$ cat src/rtl/jtag_idcode_reader.sv
// JTAG host master: resets the die TAP, loads the IDCODE instruction and
// shifts out the 32-bit identifier, reporting it with a one-cycle done pulse.
module jtag_idcode_reader #(
   parameter int unsigned       CLK_DIV   = 2,
   parameter int unsigned       IR_LEN    = 4,
   parameter logic [IR_LEN-1:0] IDCODE_IR = IR_LEN'(4'b0001)
) (
   input  logic        CLK,
   input  logic        RST,
   input  logic        start,
   output logic        busy,
   output logic        done,
   output logic [31:0] idcode,
   output logic        id_err,
   output logic        TCK_O,
   output logic        TMS_O,
   output logic        TDI_O,
   input  logic        TDO_I
);

   localparam int unsigned ID_W     = 32;
   localparam int unsigned TLR_N    = 6;
   localparam int unsigned IR_N     = IR_LEN + 6;
   localparam int unsigned DR_N     = ID_W + 5;
   localparam int unsigned SLOT_MAX = (IR_N > DR_N) ? IR_N : DR_N;
   localparam int unsigned SLOT_W   = $clog2(SLOT_MAX);
   localparam int unsigned DIV_W    = (CLK_DIV > 1) ? $clog2(CLK_DIV) : 1;

   typedef enum logic [2:0] {S_IDLE, S_TLR, S_IR, S_DR, S_FINISH} state_t;

   state_t              state;
   state_t              nxt_state;
   logic [SLOT_W-1:0]   slot;
   logic [SLOT_W-1:0]   nxt_slot;
   logic [DIV_W-1:0]    div_cnt;
   logic [ID_W-1:0]     id_shift;
   logic [1:0]          nxt_bits;
   logic                last_slot;
   logic                shift_slot;

   // {TMS, TDI} driven during slot s of a scan phase
   function automatic logic [1:0] slot_bits(input state_t st, input logic [SLOT_W-1:0] s);
      logic [IR_LEN-1:0] ir_sh;
      logic              tms;
      logic              tdi;
      ir_sh = IDCODE_IR >> (s - SLOT_W'(4));
      tms   = 1'b0;
      tdi   = 1'b0;
      case (st)
         S_TLR: tms = (s != SLOT_W'(TLR_N - 1));
         S_IR: begin
            if (s < SLOT_W'(2)) begin
               tms = 1'b1;
            end else if (s >= SLOT_W'(4) && s < SLOT_W'(IR_LEN + 4)) begin
               tms = (s == SLOT_W'(IR_LEN + 3));
               tdi = ir_sh[0];
            end else if (s == SLOT_W'(IR_LEN + 4)) begin
               tms = 1'b1;
            end
         end
         S_DR: begin
            if (s == '0 || s == SLOT_W'(ID_W + 2) || s == SLOT_W'(ID_W + 3)) begin
               tms = 1'b1;
            end
         end
         default: ;
      endcase
      return {tms, tdi};
   endfunction

   // Slot sequencing across phases
   always_comb begin
      last_slot = 1'b0;
      nxt_state = state;
      nxt_slot  = slot + SLOT_W'(1);
      case (state)
         S_TLR: begin
            last_slot = (slot == SLOT_W'(TLR_N - 1));
            if (last_slot) nxt_state = S_IR;
         end
         S_IR: begin
            last_slot = (slot == SLOT_W'(IR_N - 1));
            if (last_slot) nxt_state = S_DR;
         end
         S_DR: begin
            last_slot = (slot == SLOT_W'(DR_N - 1));
            if (last_slot) nxt_state = S_FINISH;
         end
         default: ;
      endcase
      if (last_slot) nxt_slot = '0;
      nxt_bits   = slot_bits(nxt_state, nxt_slot);
      shift_slot = (state == S_DR) && (slot >= SLOT_W'(3)) && (slot <= SLOT_W'(ID_W + 2));
   end

   always_ff @(posedge CLK) begin
      if (RST) begin
         state    <= S_IDLE;
         slot     <= '0;
         div_cnt  <= '0;
         id_shift <= '0;
         TCK_O    <= 1'b0;
         TMS_O    <= 1'b1;
         TDI_O    <= 1'b0;
         busy     <= 1'b0;
         done     <= 1'b0;
         idcode   <= '0;
         id_err   <= 1'b0;
      end else begin
         done <= 1'b0;
         case (state)
            S_IDLE: begin
               // done still high means this is the completion cycle; ignore start
               if (start && !done) begin
                  state            <= S_TLR;
                  slot             <= '0;
                  div_cnt          <= '0;
                  busy             <= 1'b1;
                  {TMS_O, TDI_O}   <= slot_bits(S_TLR, '0);
               end
            end
            S_TLR, S_IR, S_DR: begin
               if (div_cnt == DIV_W'(CLK_DIV - 1)) begin
                  div_cnt <= '0;
                  if (!TCK_O) begin
                     TCK_O <= 1'b1;
                     if (shift_slot) id_shift <= {TDO_I, id_shift[ID_W-1:1]};
                  end else begin
                     TCK_O          <= 1'b0;
                     state          <= nxt_state;
                     slot           <= nxt_slot;
                     {TMS_O, TDI_O} <= nxt_bits;
                  end
               end else begin
                  div_cnt <= div_cnt + DIV_W'(1);
               end
            end
            S_FINISH: begin
               idcode <= id_shift;
               id_err <= ~id_shift[0] | (&id_shift);
               done   <= 1'b1;
               busy   <= 1'b0;
               state  <= S_IDLE;
            end
            default: state <= S_IDLE;
         endcase
      end
   end

endmodule

$ cat config.mk
export PLATFORM = sky130hd
export DESIGN_NAME = jtag_idcode_reader
export DESIGN_NICKNAME = d
export VERILOG_FILES = /design/src/rtl/jtag_idcode_reader.sv
export SDC_FILE = /design/constraint.sdc
export NUM_CORES = 1
export LEC_CHECK = 0
export CORE_MARGIN = 3
export CORE_UTILIZATION = 30
export DETAILED_ROUTE_END_ITERATION = 12
export PLACE_DENSITY = 0.55
export SYNTH_ARGS = -nofsm -noshare
export SYNTH_HDL_FRONTEND = slang
export SYNTH_SLANG_ARGS = --single-unit
$ cat constraint.sdc
create_clock -name CLK -period 2.5 [get_ports CLK]
set_input_delay 0.5 -clock CLK [delete_from_list [all_inputs] [get_ports CLK]]
set_output_delay 0.5 -clock CLK [all_outputs]
set_load 0.005 [all_outputs]
## Word level (Yosys, flattened, before mapping)

Index checks and enable logic that the tools add are counted.

| storage, ports and cells | value |
|---|---|
| logic and storage cells | 95 |
| input bits | 4 |
| flip-flop bits (word level) | 80 |

| cells by class | value |
|---|---|
| order comparisons | 5 |
| muxes and demuxes | 35 |
| reduce and logical (&&, ||, !) cells | 19 |
| shift operators | 1 |
| bitwise gates (word level) | 3 |
| equal/unequal tests | 18 |
| $add $sub $neg | 3 |

Operators with widths:

| kind | count |
|---|---|
| $reduce_and A32 Y1 | 1 |
| $mux W6 | 4 |
| $eq A6 B6 Y1 const B | 3 |
| $mux W3 | 6 |
| $mux W1 | 16 |
| $eq A3 B2 Y1 const B | 4 |
| $eq A6 B3 Y1 const B | 2 |
| $eq A6 B4 Y1 const B | 2 |
| $pmux W6 S2 | 1 |
| $pmux W3 S3 | 1 |
| $pmux W1 S2 | 4 |
| $reduce_and A4 Y1 | 2 |
| $add A6 B1 Y6 const B | 1 |
| $eq A3 B1 Y1 const B | 2 |
| $ge A6 B2 Y1 const B | 1 |
| $ge A6 B3 Y1 const B | 1 |
| $le A6 B6 Y1 const B | 1 |
| $logic_not A6 Y1 | 1 |
| $lt A6 B2 Y1 const B | 1 |
| $lt A6 B4 Y1 const B | 1 |
| $ne A2 B2 Y1 const B | 3 |
| $ne A6 B3 Y1 const B | 1 |
| $pmux W1 S3 | 2 |
| $pmux W3 S2 | 1 |
| other kinds (14) | 22 |

## Logic depth before layout (Yosys ltp)

Gate-level depths: netlist (run 1).

| depth | value |
|---|---|
| word-level depth | 11 |
| depth in mapped cells | 14 |

## Worst setup path before layout (run 1)

Ideal clock, no wire load.

| path | value |
|---|---|
| path kind | flip-flop to flip-flop |
| from | reg slot[1] |
| to | reg TMS_O |
| period minus slack after synthesis | 2466 ps |
| arrival | 2379 ps |
| library setup time | 87 ps |
| setup slack | 34 ps |
| data required time | 2413 ps |
| stages on the path, launching flop included | 15 |
| cell sequence | dfxtp_1 inv_1 ha_1 nor2b_1 and4b_1 a31oi_1 buf_2 nand2_1 ha_1 inv_1 nand4_1 mux2i_1 and4_1 a311oi_1 o31ai_1 |

| on the way | value |
|---|---|
| word-level cells in the longest chain between the ends | 11 |
| elaborated cells between the ends (all ways) | 33 |
| those cells by class | add/sub: 1; order compare: 3; eq/ne: 11; mux: 14; reduce/logical: 4 |

RTL lines:

| what | line | RTL |
|---|---|---|
| start: declaration | 33 | `logic [SLOT_W-1:0] slot;` |
| start signal: assignment | 131 | `slot <= nxt_slot;` |
| parallel branches: the longest is 7 deep, another holds $add A6 B1 Y6 | - |  |
| $pmux W1 S3 * | 49 | `case (st)` |
| $mux W1 * | 125 | `if (!TCK_O) begin` |
| $mux W1 * | 123 | `if (div_cnt == DIV_W'(CLK_DIV - 1)) begin` |
| $pmux W1 S2 * | 111 | `case (state)` |
| end signal: assignment | 119 | `{TMS_O, TDI_O} <= slot_bits(S_TLR, '0);` |
| end signal: assignment | 132 | `{TMS_O, TDI_O} <= nxt_bits;` |
| end: declaration | 16 | `output logic TMS_O,` |

Every way passes the cells marked *. The select of a mux whose other input is x is not followed.
A chain may end at the register's enable or synchronous reset.

## Worst setup path in the final report (run 1)

Same ends and word-level chain as after synthesis.

==> reports/qor.yml, run 1 <==
synth:
  synth_cells: 398
  yosysWarnings: 0
  synthTopCellsByArea: "dfxtp_1 47%, mux2i_1 9.9%, nand2_1 8.8%, a21oi_1 5.7%, nor2_1 5.5%"
  yosys.area.top_type_share: 0.467
  synth_edf_count: 0
  synth_flop_cell: "dfxtp_1"
  ys_seq_area_frac: 0.467
  async_reset_ff_frac: 0
  syn-cell-area_um2: 3430
  synth.largest_area_cell: "dfxtp_1"
  ys_ff_latch: 80
  ys_types: 47
  synth.net_count: 409
  syn_avg_cell_area_um2: 8.61
route:
  ant_nets: 0
  vias: 2829
  via_per_inst: 4.84
  drt_iter0_drc: 180
  wl_per_cell_um: 13.5
  routed_wl_mm: 7.90
  dr.pass1.iters: 4
  drc: 0
floorplanning:
  die_x_um: 113
  dieArea_um2: 12700
  initial_core_util: 0.312
  row_count: 38
  io_pins: 42
  die_h_um: 113
  coreArea_um2: 11000
clock_network:
  clk_pin_slew_ps: 60
  clkSinkCount: 80
  cts_tree: "built"
  root_buffer: "clkbuf_16"
  numCtsBuffers: 9
  worstSkewPairLatency_ps: 330
  cts_buffer_depth: 2
  htree_levels: 3
  postCtsSetupRepairBufs: 0
  cts_hold_buf: 0
  ctsResizeCount: 0
setup_path:
  crit_buf_inv: 2
  crit_path_max_fanout: 4
  crit_family: "simple AND/OR/NAND/NOR gates"
  arrival_ps: 2580
  worstPathRequired_ps: 2750
  timing.critical_path.mode_cell: "inv_1"
  start_kind: "flop"
  end_kind: "flop"
  cpMaxStageDelayCell: "dfxtp_1"
  path_cells: "inv_1 > ha_1 > nor2b_1 > and4b_1 > a31oi_4 > nand2_2 > ha_2 > inv_1 > nand4_1 > mux2i_1 > and4_1 > a311oi_1 > o31ai_1"
  critPathMaxStageDelay_ps: 320
  crit_type: "flop to flop"
timing:
  fmax_ghz: 0.429
  drv_slew: 0
  fin_crit_sh: 0.932
  fin_worst_skew_ps: 5.07
  hold_viol_final: 0
  tightest_slew_ps: 653
  setup_viol: 0
  finalSetupTns_ps: 0
  fin_crit_ps: 2330
  maxSlewHeadroom: 0.565
finish:
  fin_nets: 452
  final_layout_size_suffix_gt1_frac: 0.106
  fin_area_um2: 4410
  layoutNonFillerInstCount: 585
  area_growth_pct: 28.6
  antenna_cells: 0
power_and_ir_drop:
  ir_worst_vdd_uv: 369
  p_leak_nw: 1.81
  power_density_nw_per_um2: 641
placed_design:
  io_buffers: 41
  hpwl_mm: 5.44
  placed_cells: 570
  place_congestion: 0.878
  place_area_um2: 4040
grt:
  grt_pass1_wl_mm: 13.6
  grt_start_max_net_pins: 49
  grt_pass1_vias: 2796
  grt_use_total: 0.130
  grt-ovfl-total: 0
  antenna_found_initial: 0
job:
  maxCapViolations: 0
worst_hold_path:
  hp-class: "flop to flop"
status:
  status: "finished clean"
-- cell usage after synthesis, types with 3 or more instances --
library cell	n
dfxtp_1	80
nor2_1	50
nor4_1	4
mux2i_1	34
xor2_1	4
clkbuf_1	16
buf_6	4
or3_1	3
nand2_1	80
nand3_1	8
ha_1	7
nor3b_1	3
nand2b_1	3
buf_2	6
a21oi_1	39
o21ai_0	3
a311oi_1	3
nor3_1	4
nand4_1	11
inv_1	5
-- worst min-delay path, cell delays in order, from the launching register on --
cell,delay (ps)
dfxtp_1,310
nand2_1,50
a21oi_1,50
-- power by group --
part | switching, mW | internal [mW]
clock network | 0.510 | 0.926
logic | 0.0618 | 0.0411
registers | 0.00526 | 1.28
total | 0.577 | 2.25
-- sequential cells by signal (all words and copies together) (netlist names) --
name / flops
id_shift: 32
id_err: 1
slot: 6
busy: 1
TDI_O: 1
done: 1
state: 3
div_cnt: 1
TCK_O: 1
TMS_O: 1
idcode: 32
-- area by class of cell --
cell class              count  area [µm²]
fillers                  1100        6580
multi-input cells         287        1710
flip-flops and latches     80        1600
repair buffers             58         571
clock buffers              11         253
well taps                 140         175
clock inverters             4        77.6
inverters                   5        18.8
-- placed cells by master, fill, tap and decap left out, types with 2 or more instances in the layout --
cell / n
nor2_1: 50
or3_1: 3
a32oi_1: 2
ha_1: 6
nand3_1: 8
buf_12: 3
inv_1: 4
bufinv_16: 2
and3_1: 2
mux2i_1: 34
a21oi_1: 39
nand2b_1: 3
buf_4: 14
nand2_2: 2
nand4_1: 11
dfxtp_1: 80
nor2b_1: 2
nor3b_1: 2
nor3_1: 4
xor2_1: 4
nand2_1: 78
a311oi_1: 2
o21ai_0: 3
clkbuf_16: 9
clkbuf_8: 2
nor4_1: 4
clkdlybuf4s50_1: 40
clkinv_4: 2
-- cells by family after synthesis --
logic type	synth area share
simple gates	0.240
flops	0.467
compound gates	0.110
mux	0.0993
buf+inv	0.0449
fa+ha+maj	0.0256
xor+xnor	0.0128
-- layer usage --
layer,wire [µm],share of wire,GRT usage,up-vias
met5,0,0,0,-
met4,84,0.011,0.0345,0
met3,284,0.036,0.0385,9
met2,3880,0.49,0.216,45
met1,3650,0.46,0.164,1327
li1,-,-,-,1448
-- through the flow --
stage                     hold slack, ps   util  setup WS, ps  power (mW)
final                                452  0.401           170        2.83
after global routing                 476  0.401         -16.8        2.93
after CTS                            457  0.398          25.6        2.86
after detailed placement             449  0.368          56.0        1.42
after global placement               446  0.368           142        1.42
after floorplan                      453      -          33.6        1.38
-- worst paths after layout --
| path | cells past startpoint | startpoint | endpoint | slack [ps] |
|---|---|---|---|---|
| min | 2 | idcode[29] | idcode[29] | 450 |
| min reg2reg | 2 | idcode[29] | idcode[29] | 450 |
| max | 13 | slot[1] | TMS_O | 170 |
| max reg2reg | 13 | slot[1] | TMS_O | 170 |
No activity file was read; power rests on OpenSTA's default activity.
==> run 2: changes to the inputs <==
- ABC_AREA: unset -> 1
- GPL_ROUTABILITY_DRIVEN: unset -> 1
- SLEW_MARGIN: unset -> 20
==> run 2 against run 1 <==
  * Critical path depth is 6 higher
  * Power is 0.26% higher
  * Setup slack better by 86 ps
  * Die area is 0.31% lower
  * Critical path type unchanged
  * Maximum frequency is 3.8% higher
  * Largest cell class is now sequential cells
  * Non-clock buffer count is 11 lower
  * Via count is 4.4% higher
  * Final cell count is 8.4% higher
  * Worst hold slack better by 17 ps
  * Count of clock-buffer cells in the layout is 1 higher
  * Wire length is 1.8% higher
  * Register-to-register slack better by 90 ps
==> reports/qor.yml, run 2 <==
timing:
  finalSetupTns_ps: 0  # unchanged
  fin_worst_skew_ps: 10.4  # was 5.07 ps
  fmax_ghz: 0.446  # was 0.429 GHz
  hold_ws_ps: 469  # was 452 ps
  setup_viol: 0  # unchanged
  fin_crit_ps: 2240  # was 2330 ps
  tightest_slew_ps: 605  # was 653 ps
  hold_viol_final: 0  # unchanged
  layout_setup_ws_ps: 256  # was 170 ps
  drv_slew: 0  # unchanged
  maxSlewHeadroom: 0.596  # was 0.565
  fin_crit_sh: 0.898  # was 0.932
  rsz0062_at_grt: "no"
clock_network:
  worstSkewPairLatency_ps: 330  # about the same
  cts_hold_buf: 0  # unchanged
  ctsResizeCount: 0  # unchanged
  clk_pin_slew_ps: 60  # about the same
  htree_levels: 3  # unchanged
  cts_tree: "built"  # unchanged
  clkSinkCount: 80  # unchanged
  cts_buffer_depth: 2  # unchanged
  postCtsSetupRepairBufs: 0  # unchanged
  root_buffer: "clkbuf_16"  # unchanged
  numCtsBuffers: 9  # unchanged
synth:
  async_reset_ff_frac: 0  # unchanged
  synth.largest_area_cell: "dfxtp_1"  # unchanged
  synth.net_count: 465  # was 409
  synth_cells: 454  # was 398
  syn-cell-area_um2: 3410  # was 3430 µm²
  yosys.area.top_type_share: 0.469  # was 0.467
  synth.top_cells.by_count: "80 x dfxtp_1, 65 x nand2_1, 47 x inv_1"  # was 80 x dfxtp_1, 80 x nand2_1, 50 x nor2_1
  ys_seq_area_frac: 0.469  # was 0.467
  syn_avg_cell_area_um2: 7.52  # was 8.61 µm²
  yosysWarnings: 0  # unchanged
  ys_ff_latch: 80  # unchanged
  synth_edf_count: 0  # unchanged
  synthTopCellsByArea: "dfxtp_1 47%, nand2_1 7.1%, nand3_1 6.6%, a21oi_1 5.3%, inv_1 5.2%"  # was dfxtp_1 47%, mux2i_1 9.9%, nand2_1 8.8%, a21oi_1 5.7%, nor2_1 5.5%
  ys_types: 31  # was 47
  synth_flop_cell: "dfxtp_1"  # unchanged
  yosysMostFrequentCell: "dfxtp_1"
setup_path:
  worst-r2r-cell-count: 19  # was 13
  arrival_ps: 2460  # was 2580 ps
  path_cells: "inv_2 > ha_1 > nand3_1 > nor2_1 > nand2_2 > nand2_2 > nor2_8 > nand2_1 > ha_1 > inv_1 > nor2_1 > nand3_1 > nand3_1 > nand2_1 > inv_2 > nand2_1 > nand2_1 > nand2_1 > nand2_1"  # was inv_1 > ha_1 > nor2b_1 > and4b_1 > a31oi_4 > nand2_2 > ha_2 > inv_1 > nand4_1 > mux2i_1 > and4_1 > a311oi_1 > o31ai_1
  crit_path_max_fanout: 7  # was 4
  critPathMaxStageDelay_ps: 400  # was 320 ps
  r2r-end: "TMS_O"  # unchanged
  crit_type: "flop to flop"  # unchanged
  cpMaxStageDelayCell: "dfxtp_1"  # unchanged
  start_kind: "flop"  # unchanged
  timing.critical_path.mode_cell: "nand2_1"  # was inv_1
  worstPathRequired_ps: 2720  # was 2750 ps
  rrSetupSlack_ps: 260  # was 170 ps
  end_kind: "flop"  # unchanged
  rr_startpoint: "slot[0]"  # was slot[1]
route:
  dr.pass1.iters: 4  # unchanged
  ant_nets: 0  # unchanged
  routed_wl_mm: 8.04  # was 7.90 mm
  via_per_inst: 4.66  # was 4.84
  vias: 2954  # was 2829
  drt_iter0_drc: 109  # was 180
  drc: 0  # unchanged
  wl_per_cell_um: 12.7  # was 13.5 µm
finish:
  final_core_util: 0.386  # was 0.401
  final_cell_mix: "79 x dfxtp_1, 65 x nand2_1, 45 x inv_1, 45 x nand3_1"  # was 80 x dfxtp_1, 78 x nand2_1, 50 x nor2_1
  layoutNonFillerInstCount: 634  # was 585
  antenna_cells: 0  # unchanged
  fin_nets: 502  # was 452
  final_common_cell: "dfxtp_1"  # unchanged
  area_growth_pct: 24.2  # was 28.6%
  reg_top3: "id_shift (32), idcode (32), slot (6)"  # unchanged
  final_layout_size_suffix_gt1_frac: 0.111  # was 0.106
worst_hold_path:
  min_from: "idcode[25]"  # was idcode[29]
  hp-class: "flop to flop"  # unchanged
  holdPathStages: 2  # unchanged
  whs_endpoint: "idcode[25]"  # was idcode[29]
floorplanning:
  coreArea_um2: 11000  # unchanged
  die_x_um: 113  # about the same
  dieArea_um2: 12700  # about the same
  io_pins: 42  # unchanged
  row_count: 38  # unchanged
  die_h_um: 113  # about the same
  initial_core_util: 0.311  # was 0.312
grt:
  antenna_found_initial: 0  # unchanged
  grt_start_max_net_pins: 47  # was 49
  grt-ovfl-total: 0  # unchanged
  grt_pass1_vias: 2873  # was 2796
  grt_pass1_wl_mm: 13.7  # was 13.6 mm
  grt_use_total: 0.132  # was 0.130
placed_design:
  io_buffers: 41  # unchanged
  placed_cells: 620  # was 570
  place_congestion: 0.806  # was 0.878
  hpwl_mm: 5.66  # was 5.44 mm
  dp_slack_ps: 242  # was 56.0 ps
power_and_ir_drop:
  power_density_nw_per_um2: 668  # was 641 nW/µm²
  p_leak_nw: 1.64  # was 1.81 nW
  ir_worst_vdd_uv: 282  # was 369 µV
job:
  maxCapViolations: 0  # unchanged
status:
  status: "finished clean"  # unchanged
## run 2: worst max-delay path: cells and delay by family (launching register included)
kind,cells,cell delay (ps)
simple gates,14,1050
flops,1,400
fa+ha+maj,2,470
buf+inv,3,220
## run 2: cells by family after synthesis
| group | Yosys count | synth area share |
|---|---|---|
| simple gates | 184 | 0.254 |
| fa+ha+maj | 7 | 0.0256 |
| xor+xnor | 1 | 0.00476 |
| compound gates | 102 | 0.155 |
| buf+inv | 80 | 0.0912 |
| flops | 80 | 0.469 |
## run 2: worst max path at each step
stage	from	endpoint	slack, ps	cells after the start
3_3_place_gp	slot[0]	TMS_O	310	20
2_1_floorplan	slot[0]	TMS_O	470	19
4_1_cts	slot[0]	TMS_O	220	19
5_1_grt	slot[0]	TMS_O	0.3	19
6_report	slot[0]	TMS_O	260	19
3_5_place_dp	slot[0]	TMS_O	240	18
## run 2: power breakdown
| group | internal [mW] | switching [mW] |
|---|---|---|
| combinational | 0.108 | 0.198 |
| clock | 0.717 | 0.489 |
| sequential | 1.30 | 0.0224 |
## run 2: final cells by class
| type | count | area (µm²) |
|---|---|---|
| well taps | 140 | 175 |
| repair buffers | 47 | 468 |
| flip-flops and latches | 80 | 1600 |
| multi-input cells | 294 | 1500 |
| clock inverters | 2 | 16.3 |
| inverters | 59 | 221 |
| fillers | 1136 | 6740 |
| clock buffers | 12 | 256 |
## run 2: per-stage QoR
stage,total power [mW],area [µm²]
final,2.83,4240
after global routing,2.97,4240
after CTS,2.88,4240
after detailed placement,1.65,3970
after global placement,1.66,3970
after floorplan,1.57,3410
## run 2: layer usage
metal	GRT usage	part of all wire	wire length [µm]
met5	0	0	0
met3	0.0388	0.040	319
met2	0.215	0.48	3830
met4	0.0361	0.0053	43
met1	0.169	0.48	3850
==> run 3: changes to the inputs <==
- CAP_MARGIN: unset -> 30
- SKIP_LAST_GASP: unset -> 1
==> results of run 3 <==
No change in the layout: final DEF, timing and power equal those of run 2.
==> RTL edit 1: new RTL, settings of run 3 <==
`IR_LEN`: 4 -> 2.
--- a/src/rtl/jtag_idcode_reader.sv
+++ b/src/rtl/jtag_idcode_reader.sv
@@ -2,7 +2,7 @@
 // shifts out the 32-bit identifier, reporting it with a one-cycle done pulse.
 module jtag_idcode_reader #(
    parameter int unsigned       CLK_DIV   = 2,
-   parameter int unsigned       IR_LEN    = 4,
+   parameter int unsigned       IR_LEN    = 2,
    parameter logic [IR_LEN-1:0] IDCODE_IR = IR_LEN'(4'b0001)
 ) (
    input  logic        CLK,
Check against the original RTL: no difference found for any inputs over 10 cycles, from zero or initial values and one cycle with RST high; that may be too few to reach the edited logic, so the function may still have changed.
==> RTL edit 1 against run 3 <==
Hold slack about the same. Combinational power rose by 6%. Routed wire length rose by 4.0%. Area after synthesis rose by 1.1%. First-iteration DRC count up 65%. Sequential cell count unchanged. Die area rose by 1.1%. Clock skew is 0.0041 ns lower. Design area up 2.8%. Worst setup slack barely moved. Total power rose by 11%. Critical path type unchanged. Core utilization rose by 0.92 points.
==> RTL edit 1: results (changes against run 3) <==
[global_routing]
grt_use_total_pct = 13.5  ; was 13.2%
grt_pass1_vias = 2893  ; was 2873
antenna_found_initial = 0  ; unchanged
grt_pass1_wl_mm = 14.2  ; was 13.7 mm
grt_max_degree = 45  ; was 47

[power]
ir_worst_vdd_uv = 321  ; was 282 uV
leakagePower_nw = 1.71  ; was 1.64 nW

[placement]
gp_congestion = 0.822  ; was 0.806
dpl-instance-area_um2 = 4020  ; was 3970 um^2
numPortBuffers = 41  ; unchanged
dp_hpwl_mm = 5.86  ; was 5.66 mm

[sta]
max_slew.worst_pin.slew_ns = 0.632  ; was 0.605 ns
fin_skew_ns = 0.00632  ; was 0.0104 ns
setup_viol = 0  ; unchanged

[setup_path]
path_max_fanout = 8  ; was 7
cp.arrival_ns = 2.47

[clock_tree]
numCtsBuffers = 9  ; unchanged
cts_resized = 0  ; unchanged
clkTransAtPathRegs_ns = 0.07
cts_setup_buffers = 0  ; unchanged
root_buffer = clkbuf_16  ; unchanged
clk_latency_ns = 0.33  ; about the same
htreeDepth = 3  ; unchanged
cts_buffer_depth = 2  ; unchanged

[drt]
drt_iter0_markers = 180  ; was 109
drtPass1Iterations = 4  ; unchanged
avgRoutedWirePerCell_um = 12.9  ; was 12.7 um
vias_per_cell = 4.76  ; was 4.66

[yosys]
ys_seq_area_share_pct = 46.4  ; was 46.9%
synthArstFlopShare_pct = 0  ; unchanged
synth_area_leaders = dfxtp_1, nand2_1, o21ai_0, nand3_1, nor2_1  ; was dfxtp_1, nand2_1, nand3_1, a21oi_1, inv_1
yosys_most_used_dff = dfxtp_1  ; unchanged
synth_common_cells = dfxtp_1, nand2_1, nor2_1, o21ai_0, nand3_1  ; was dfxtp_1, nand2_1, inv_1, nand3_1, nor2_1
ys_types = 31  ; unchanged
mappedNetlistNets = 471  ; was 465
yosysWarningCount = 0  ; unchanged

[finish]
drive_gt1_share_pct = 11.9  ; was 11.1%
reg_top3 = id_shift (32), idcode (32), slot (6)  ; unchanged
fin_nets = 512  ; was 502
diodes = 0  ; unchanged

[hold_path]
hold_class = reg2reg  ; unchanged

[run_status]
status = finished, final reports clean  ; unchanged

## RTL edit 1: changes by cell type in the layout (fill, tap and decap cells not counted), sizes merged, moves of 2 or more
cell           run 3  this run
nand2             73        86
a21oi             37        33
buf                6        10
inv               58        45
o21ai             61        54
nand4              8        13
bufinv             0         2
clkbuf            12        10
nor2              50        67
## RTL edit 1: power breakdown
| part | switching (mW) | internal [mW] |
|---|---|---|
| clock | 0.564 | 0.920 |
| combinational | 0.209 | 0.113 |
| sequential | 0.0309 | 1.30 |
## RTL edit 1: worst paths after layout
| path | startpoint | slack [ns] | cells after the start | to |
|---|---|---|---|---|
| worst max-delay path | slot[0] | 0.26 | 19 | TMS_O |
| worst min-delay path | TDI_O | 0.47 | 2 | TDI_O |
| worst max register to register | slot[0] | 0.26 | 19 | TMS_O |
| worst min register to register | TDI_O | 0.47 | 2 | TDI_O |
## RTL edit 1: cell families after synthesis
group	after synthesis	synth area share [%]
compound gates	90	13.7
xor+xnor	1	0.471
fa+ha+maj	7	2.54
buf+inv	63	7.25
flops	80	46.4
simple gates	219	29.6
## RTL edit 1: worst max-delay path, stage by stage, from the launching register on
cell and delay [ns]:
dfxtp_2 0.39, inv_1 0.08, ha_1 0.19, nand3_1 0.10, nor2_1 0.06, nand2_2 0.10, nand2_4 0.08, nor2_8 0.15
nand2_2 0.10, ha_1 0.23, inv_1 0.07, nor2_1 0.04, nor2_1 0.13, nand2_1 0.09, nand2_1 0.06, nand3_1 0.06
nand2_1 0.06, nand2_1 0.04, nand2_1 0.05, nand2_1 0.04
## RTL edit 1: area by class of cell
| class | count | area (um^2) |
|---|---|---|
| fill | 1155 | 6670 |
| sequential | 80 | 1600 |
| multi-input combinational | 317 | 1600 |
| timing repair buffer | 51 | 485 |
| clock buffer | 10 | 239 |
| tap | 140 | 175 |
| inverter | 42 | 159 |
| clock inverter | 6 | 97.6 |
## RTL edit 1: routing by layer
metal | track usage, % | wire length [um] | up-vias
li1 | - | - | 1602
met1 | 18.3 | 4220 | 1409
met2 | 21.2 | 3730 | 53
met3 | 3.10 | 320 | 8
met4 | 4.25 | 91 | 0
met5 | 0 | 0 | -
## RTL edit 1: metrics by stage
stage	std cells	util, %	setup slack (ns)	total power, mW
3_3_place_gp	630	36.5	0.273	1.69
4_1_cts	646	39.5	0.194	3.17
6_report	646	39.5	0.256	3.14
5_1_grt	646	39.5	0.0310	3.26
2_1_floorplan	460	-	0.374	1.58
3_5_place_dp	630	36.5	0.210	1.68
==> RTL edit 2: new RTL, settings of run 3 <==
Without the edit above. Re-encode `state_t` (5 states) as one-hot, 5 bits wide.
--- a/src/rtl/jtag_idcode_reader.sv
+++ b/src/rtl/jtag_idcode_reader.sv
@@ -26,7 +26,7 @@
    localparam int unsigned SLOT_W   = $clog2(SLOT_MAX);
    localparam int unsigned DIV_W    = (CLK_DIV > 1) ? $clog2(CLK_DIV) : 1;
 
-   typedef enum logic [2:0] {S_IDLE, S_TLR, S_IR, S_DR, S_FINISH} state_t;
+   typedef enum logic [4:0] {S_IDLE = 5'b00001, S_TLR = 5'b00010, S_IR = 5'b00100, S_DR = 5'b01000, S_FINISH = 5'b10000} state_t;
 
    state_t              state;
    state_t              nxt_state;
Check against the original RTL: no difference found for any inputs over 10 cycles, from zero or initial values and one cycle with RST high; not proved beyond that.
==> RTL edit 2 against run 3 <==
Via count is 11% higher. Design area is 5.0% higher. Maximum frequency rose by 1.6%. Worst setup slack improved by 0.036 ns. Total power grew 17%. Sequential cell count up 2. Sequential share of layout area is 0.89 points lower. Routed wire length grew 15%. Cell count rose by 5.5%. Count of clock-buffer cells in the layout is 3 lower. Critical endpoint is now TDI_O. Area after synthesis increased by 3.7%. Die area is 3.5% higher.
==> RTL edit 2: results (changes against run 3) <==
[placement]
numPlacedInstances = 652  ; was 620
dp_hpwl_mm = 6.35  ; was 5.66 mm
gp_congestion = 0.907  ; was 0.806
dp_slack_ns = 0.128  ; was 0.242 ns
dpl-instance-area_um2 = 4120  ; was 3970 um^2

[setup_path]
path_max_fanout = 6  ; was 7
crit_slowest_cell = dfxtp_2  ; was dfxtp_1
cp.arrival_ns = 2.48  ; was 2.46 ns

[sta]
fin_skew_ns = 0.00863  ; was 0.0104 ns

[global_routing]
grt_pass1_vias = 3278  ; was 2873
gr-usage-met1_pct = 18.4  ; was 16.9%

[drt]
drt_iter0_markers = 178  ; was 109

[yosys]
synthXorXnorAreaFrac_pct = 0.247  ; was 0.476%
synth_compound_area_share_pct = 16.0  ; was 15.5%
ys_seq_area_share_pct = 46.4  ; was 46.9%
synth_common_cells = dfxtp_1, nand2_1, o21ai_0, inv_1, nand3_1  ; was dfxtp_1, nand2_1, inv_1, nand3_1, nor2_1
mappedNetlistNets = 491  ; was 465
syn_avg_cell_area_um2 = 7.38  ; was 7.52 um^2
synth_fa_ha_area_share_pct = 2.47  ; was 2.57%

[finish]
layout.cells.non_filler = 669  ; was 634
postLayoutCellArea_um2 = 4460  ; was 4240 um^2
fin_nets = 532  ; was 502

[power]
ir_worst_vdd_uv = 296  ; was 282 uV
leakagePower_nw = 1.66  ; was 1.64 nW

[run_status]
status = finished, final reports clean  ; unchanged

## RTL edit 2: cell types whose count changed in the layout (fill, tap and decap cells not counted), sizes merged, moves of 3 or more
cell    delta
nand4      +6
o21ai      +6
nand3      +5
nor2       +4
buf        +3
clkbuf     -3
## RTL edit 2: path summary, 6_finish.rpt
path                   start          to  cells after the start  slack, ns
hold / removal    idcode[30]  idcode[30]                      2       0.47
hold reg to reg   idcode[30]  idcode[30]                      2       0.47
setup / recovery     slot[1]       TDI_O                     15       0.29
setup reg to reg     slot[1]       TDI_O                     15       0.29
## RTL edit 2: power by group
| group | switching, mW | internal, mW | leakage (nW) | total [mW] |
|---|---|---|---|---|
| sequential | 0.0579 | 1.36 | 0.663 | 1.42 |
| clock | 0.552 | 0.780 | 0.138 | 1.33 |
| combinational | 0.378 | 0.192 | 0.858 | 0.570 |
## RTL edit 2: worst min-delay path: cells and delay by family, from the launching register on
| family | cells | cell delay [ns] |
|---|---|---|
| simple gates | 2 | 0.12 |
| flops | 1 | 0.31 |
## RTL edit 2: cell type report
class	instances	area share (%)
clock buffer	9	5.05
clock inverter	7	1.77
inverter	60	5.05
multi-input combinational	318	36.2
sequential	82	36.9
tap	143	4.02
timing repair buffer	50	11.0
## RTL edit 2: routing by layer
metal,vias up,routed length [um],part of all wire (%)
met5,-,0,0
met4,0,162,1.8
met3,12,308,3.3
met2,53,4390,48
met1,1547,4360,47
li1,1669,-,-
## RTL edit 2: kinds of logic (layout without fill, tap and decap cells)
logic type | Yosys count | in the layout
and+or+nand+nor | 200 | 201
AOI/OAI and AO/OA | 109 | 109
DFF | 82 | 82
buffers and inverters | 81 | 126
adders and majority gates | 7 | 7
xor gates and xnor gates | 1 | 1
